File: config.mk
export PLATFORM = sky130hd
export DESIGN_NAME = stream_tag_aligner
export DESIGN_NICKNAME = d
export VERILOG_FILES = /design/src/rtl/linalg_pkg.sv /design/src/rtl/tag_delay_line.sv /design/src/rtl/stream_tag_aligner.sv
export SDC_FILE = /design/constraint.sdc
export NUM_CORES = 1
export LEC_CHECK = 0
export CORE_AREA = 2 2 150 152
export CTS_CLUSTER_SIZE = 40
export DETAILED_ROUTE_END_ITERATION = 7
export DIE_AREA = 0 0 152 154
export GPL_TIMING_DRIVEN = 0
export PLACE_DENSITY = 0.77
export SLEW_MARGIN = 15
export SYNTH_ARGS = -nofsm -noshare
export SYNTH_HDL_FRONTEND = slang
export SYNTH_SLANG_ARGS = --single-unit
File: constraint.sdc
create_clock -name clk -period 7.9 [get_ports clk]
set_clock_uncertainty 0.1 [all_clocks]
set_input_delay 1.58 -clock clk [delete_from_list [all_inputs] [get_ports clk]]
set_output_delay 1.58 -clock clk [all_outputs]
set_load 0.05 [all_outputs]
File: src/rtl/linalg_pkg.sv
// Shared width helpers for the stream tag path.
// Tag packing order is {valid, addr, chan, frame}.
package linalg_pkg;

    function automatic int addr_w_f(input int vec_len);
        return (vec_len > 1) ? $clog2(vec_len) : 1;
    endfunction

    function automatic int chan_w_f(input int n_chan);
        return (n_chan > 1) ? $clog2(n_chan) : 1;
    endfunction

    function automatic int tag_w_f(input int addr_w, input int chan_w, input int frame_w);
        return 1 + addr_w + chan_w + frame_w;
    endfunction

endpackage

File: src/rtl/tag_delay_line.sv
// Fixed-depth shift register for packed tags.
// Advances only when en is high.
module tag_delay_line #(
    parameter int W     = 8,
    parameter int DEPTH = 4
) (
    input  logic         clk,
    input  logic         rst,
    input  logic         en,
    input  logic [W-1:0] din,
    output logic [W-1:0] dout
);

    logic [DEPTH-1:0][W-1:0] stage_q;
    logic [DEPTH-1:0][W-1:0] stage_d;

    for (genvar gi = 0; gi < DEPTH; gi++) begin : g_stage
        if (gi == 0) begin : g_head
            assign stage_d[gi] = en ? din : stage_q[gi];
        end else begin : g_tail
            assign stage_d[gi] = en ? stage_q[gi-1] : stage_q[gi];
        end
    end

    always_ff @(posedge clk) begin
        if (rst) begin
            stage_q <= '0;
        end else begin
            stage_q <= stage_d;
        end
    end

    assign dout = stage_q[DEPTH-1];

endmodule

File: src/rtl/stream_tag_aligner.sv
// Tags each input sample with bin/channel/frame, delays the tags to match a
// fixed-latency core, and monitors the core's valid against the prediction.
module stream_tag_aligner
    import linalg_pkg::*;
#(
    parameter int VEC_LEN = 512,
    parameter int N_CHAN  = 1,
    parameter int LATENCY = 15,
    parameter int GATED   = 0,
    parameter int FRAME_W = 16,
    parameter int ERR_W   = 8,
    localparam int ADDR_W = addr_w_f(VEC_LEN),
    localparam int CHAN_W = chan_w_f(N_CHAN)
) (
    input  logic               clk,
    input  logic               rst,
    input  logic               din_valid,
    input  logic               sync_in,
    input  logic               core_valid,
    output logic [ADDR_W-1:0]  addr,
    output logic [CHAN_W-1:0]  chan,
    output logic [FRAME_W-1:0] frame_cnt,
    output logic               first,
    output logic               last,
    output logic               dout_valid,
    output logic               mismatch,
    output logic [ERR_W-1:0]   err_cnt
);

    localparam int TAG_W = tag_w_f(ADDR_W, CHAN_W, FRAME_W);

    typedef struct packed {
        logic               valid;
        logic [ADDR_W-1:0]  addr;
        logic [CHAN_W-1:0]  chan;
        logic [FRAME_W-1:0] frame;
    } tag_t;

    // Tag of the most recent sample; the next tag is derived from it.
    logic [ADDR_W-1:0]  prev_addr_q,  prev_addr_d;
    logic [CHAN_W-1:0]  prev_chan_q,  prev_chan_d;
    logic [FRAME_W-1:0] prev_frame_q, prev_frame_d;
    logic               seen_q,       seen_d;
    logic               sync_pend_q,  sync_pend_d;
    logic               shifted_q,    shifted_d;
    logic               mismatch_q,   mismatch_d;
    logic [ERR_W-1:0]   err_cnt_q,    err_cnt_d;

    logic               sync_eff;
    logic               line_en;
    logic [ADDR_W-1:0]  inc_addr;
    logic [CHAN_W-1:0]  inc_chan;
    logic [FRAME_W-1:0] inc_frame;
    tag_t               cur_tag;
    tag_t               line_out;

    always_comb begin
        inc_addr  = prev_addr_q;
        inc_chan  = prev_chan_q;
        inc_frame = prev_frame_q;
        if (prev_chan_q == CHAN_W'(N_CHAN - 1)) begin
            inc_chan = '0;
            if (prev_addr_q == ADDR_W'(VEC_LEN - 1)) begin
                inc_addr  = '0;
                inc_frame = prev_frame_q + FRAME_W'(1);
            end else begin
                inc_addr = prev_addr_q + ADDR_W'(1);
            end
        end else begin
            inc_chan = prev_chan_q + CHAN_W'(1);
        end
    end

    // A sync before any sample has been tagged leaves the frame at 0.
    always_comb begin
        sync_eff      = din_valid & (sync_in | sync_pend_q);
        cur_tag.valid = din_valid;
        cur_tag.addr  = inc_addr;
        cur_tag.chan  = inc_chan;
        cur_tag.frame = inc_frame;
        if (!seen_q) begin
            cur_tag.addr  = '0;
            cur_tag.chan  = '0;
            cur_tag.frame = '0;
        end else if (sync_eff) begin
            cur_tag.addr  = '0;
            cur_tag.chan  = '0;
            cur_tag.frame = prev_frame_q + FRAME_W'(1);
        end
    end

    always_comb begin
        prev_addr_d  = prev_addr_q;
        prev_chan_d  = prev_chan_q;
        prev_frame_d = prev_frame_q;
        seen_d       = seen_q;
        sync_pend_d  = sync_pend_q;
        if (din_valid) begin
            prev_addr_d  = cur_tag.addr;
            prev_chan_d  = cur_tag.chan;
            prev_frame_d = cur_tag.frame;
            seen_d       = 1'b1;
            sync_pend_d  = 1'b0;
        end else if (sync_in) begin
            sync_pend_d = 1'b1;
        end
    end

    assign line_en   = (GATED != 0) ? din_valid : 1'b1;
    assign shifted_d = line_en;

    tag_delay_line #(
        .W     (TAG_W),
        .DEPTH (LATENCY)
    ) u_delay (
        .clk  (clk),
        .rst  (rst),
        .en   (line_en),
        .din  (cur_tag),
        .dout (line_out)
    );

    // In gated mode the output valid is a one-cycle pulse after each shift.
    assign dout_valid = line_out.valid & shifted_q;
    assign addr       = line_out.addr;
    assign chan       = line_out.chan;
    assign frame_cnt  = line_out.frame;
    assign first      = dout_valid && (line_out.addr == '0) && (line_out.chan == '0);
    assign last       = dout_valid && (line_out.addr == ADDR_W'(VEC_LEN - 1))
                                   && (line_out.chan == CHAN_W'(N_CHAN - 1));

    always_comb begin
        mismatch_d = mismatch_q;
        err_cnt_d  = err_cnt_q;
        if (dout_valid != core_valid) begin
            mismatch_d = 1'b1;
            if (err_cnt_q != '1) begin
                err_cnt_d = err_cnt_q + ERR_W'(1);
            end
        end
    end

    assign mismatch = mismatch_q;
    assign err_cnt  = err_cnt_q;

    always_ff @(posedge clk) begin
        if (rst) begin
            prev_addr_q  <= '0;
            prev_chan_q  <= '0;
            prev_frame_q <= '0;
            seen_q       <= 1'b0;
            sync_pend_q  <= 1'b0;
            shifted_q    <= 1'b0;
            mismatch_q   <= 1'b0;
            err_cnt_q    <= '0;
        end else begin
            prev_addr_q  <= prev_addr_d;
            prev_chan_q  <= prev_chan_d;
            prev_frame_q <= prev_frame_d;
            seen_q       <= seen_d;
            sync_pend_q  <= sync_pend_d;
            shifted_q    <= shifted_d;
            mismatch_q   <= mismatch_d;
            err_cnt_q    <= err_cnt_d;
        end
    end

endmodule
==> results.cfg <==
[synthesis]
synth_area_leaders = dfxtp_1, nor2b_1, buf_4, clkbuf_1, nand2_1
syn_inst = 1134
synth_nets = 1144
synth_top_area_share_pct = 66.75
ys_ff_latch = 427
ys_seq_area_share_pct = 66.75
synth_area_per_cell_um2 = 11.29
ys.flop_type = dfxtp_1
synth_cell_types = 54
synth_edf_count = 0
async_flop_share_pct = 0
netlist_area_um2 = 12810
yosys.area.top_type = dfxtp_1
yosysWarnings = 0

[grt]
antenna_found_initial = 0
grt_pass1_wl_mm = 31.88
grt_usage_pct = 16.44
overflow = 0
grt_pass1_vias = 7228
grt_max_degree = 16

[sta]
finalHoldViolations = 0
setup_slack_ns = 3.898
fin_crit_ns = 4.002
setup_viol = 0
rsz0062_at_grt = no
fmax_ghz = 0.2499
max_slew_margin_pct = 48.45
fin_crit_sh_pct = 50.66
tightest_slew_ns = 0.7724
finalSetupTns_ns = 0
slew_viol_final = 0

[power_and_ir_drop]
p_clk_share_pct = 45.0
pwr-share-comb_pct = 2.0
max-vdd-ir-drop_v = 0.0001827
switching_share_pct = 20.17
internal-power_mw = 3.254
power.density_nw_per_um2 = 274.4
finalPower_mw = 4.076
power_frac_seq_pct = 53.0
power.switching_mw = 0.8221
power.leakage_nw = 5.722

[floorplanning]
die_w_um = 152
dieArea_um2 = 23410
die_h_um = 154
core_area_um2 = 21690
io_pins = 43
rows = 54
start_util_pct = 59.05

[routing]
drcViolationCount = 0
first_iter_violations = 201
num_vias = 7390
viasPerCell = 4.843
wirelength_mm = 18.93
firstDrtPassIters = 4
ant_nets = 0
wl_per_cell_um = 12.40

[run_status]
status = finished, final reports clean

[setup_path]
start_kind = flip-flop
rrSetupSlack_ns = 4.65
cpMaxStageDelayCell = clkdlybuf4s50_1
critPathBufInv = 1
cp_max_fo = 3
required_ns = 6.22
crit_family = buffers and inverters
slowest_delay_ns = 0.84
crit_chain = nand2_1 > nor3_1 > nand2_1 > nor4_1 > clkdlybuf4s50_1
critPathKind = reg2out
cpMostUsedCell = nand2_1
end_kind = output pin
cp.arrival_ns = 2.32

[cts]
hold_buffers = 0
clock_latency_ns = 0.52
clock-sinks = 427
path_clk_slew_ns = 0.06
cts.path.max_buffers = 3
cts_resized = 0
cts_root_buf = clkbuf_16
cts_buffers = 40
h-tree-depth = 2
cts_setup_buffers = 0
tritoncts = yes

[finish]
post-route-cell-area_um2 = 14860
fin_util_pct = 68.51
nets = 1227
synthToLayoutAreaGrowth_pct = 16.02
layout-drive-gt1-share_pct = 8.106
antennaDiodeCount = 0

[placed_design]
pre_cts_slack_ns = 3.889
placed_area_um2 = 13570
portBuffers = 41
gp_congestion = 0.8779
hpwl_mm = 12.55

[min_path]
min_path_type = reg2reg

[run]
cap_violations = 0
## synth_stat cells, types with 3 or more instances
library cell,instances
nand2b_1,3
nor2b_1,366
inv_1,10
o2111ai_1,6
ha_1,5
and3_1,7
dfxtp_1,427
a21oi_1,20
o21ai_1,5
o211ai_1,4
or3_1,15
nand3_1,14
mux2i_1,3
or4_1,11
nand4_1,5
nor4_1,5
clkbuf_1,52
nor4b_1,3
o21ai_0,15
nand2_1,32
a31oi_1,7
xor2_1,8
buf_4,28
nor3_1,4
o311ai_1,4
buf_2,3
o31ai_1,4
xnor2_1,7
nor2_1,32
## logic make-up after synthesis
| family | count (synthesis) | share of synthesized area (%) |
|---|---|---|
| xor gates and xnor gates | 15 | 1.026 |
| other | 1 | 0.02928 |
| and+or+nand+nor | 511 | 23.94 |
| muxes | 3 | 0.2345 |
| adders and majority gates | 5 | 0.4885 |
| AOI/OAI and AO/OA | 78 | 3.928 |
| buffers and inverters | 94 | 3.605 |
| DFF | 427 | 66.75 |
## placed cells by master (no fill, tap or decap), drive strengths merged, types with 8 or more instances in the layout
cell / count
inv: 12
clkbuf: 109
nand2: 32
a21oi: 20
clkinv: 10
nand3: 14
xor2: 8
nor2: 32
or3: 15
or4: 11
buf: 32
clkdlybuf4s50: 41
nor2b: 366
dfxtp: 427
and3: 8
o21ai: 20
## worst paths after layout
check	start	end	depth (start not counted)
max	u_delay.dout[26]	first	5
min	u_delay.stage_q[29]	u_delay.stage_q[56]	1
max reg2reg	prev_addr_q[0]	prev_frame_q[14]	9
min reg2reg	u_delay.stage_q[29]	u_delay.stage_q[56]	1
## flip-flops by register name, indices dropped and copies added (netlist names)
register / flops
u_delay.stage_q: 364
sync_pend_q: 1
shifted_q: 1
prev_addr_q: 9
mismatch: 1
seen_q: 1
err_cnt: 8
u_delay.dout: 26
prev_frame_q: 16
## metrics by stage
stage / hold slack (ns) / std cells
after floorplan: 0.3138 / 1134
after global placement: 0.3156 / 1455
after detailed placement: 0.3204 / 1455
after CTS: 0.3345 / 1526
after global routing: 0.3474 / 1526
final: 0.3227 / 1526
## power by group through the flow
| stage | Combinational [mW] | Sequential, mW | Clock (mW) |
|---|---|---|---|
| CTS | 0.0820 | 2.16 | 1.87 |
| finish | 0.0807 | 2.16 | 1.83 |
| detailed placement | 0.0816 | 2.21 | 0 |
| global placement | 0.0802 | 2.21 | 0 |
| floorplan | 0.0471 | 2.21 | 0 |
| global route | 0.0886 | 2.16 | 1.97 |
## per-layer routing
metal	routed length, um	global-route usage, %	share of wire, %
met3	752	3.100	4.0
met2	10080	31.70	53
met4	497	7.299	2.6
met1	7601	17.30	40
met5	0	0	0
## cell type report
cell class / instances / area, um^2
clock buffers: 57 / 1186
repair buffers: 41 / 410.4
well taps: 280 / 350.3
multi-input cells: 613 / 3796
fillers: 1580 / 6830
clock inverters: 14 / 105.1
flip-flops and latches: 427 / 8548
inverters: 10 / 37.54
plain buffers: 84 / 424.2
## worst reg2reg max path: stages, from the launching register on
cell and delay (ns):
dfxtp_1 0.36, ha_1 0.27, and3_1 0.24, and3_1 0.26, and3_1 0.23, ha_1 0.22, o2111ai_1 0.66, clkbuf_1 0.41
o211ai_1 0.16, a31oi_1 0.24
(Power assumes the default switching activity.)
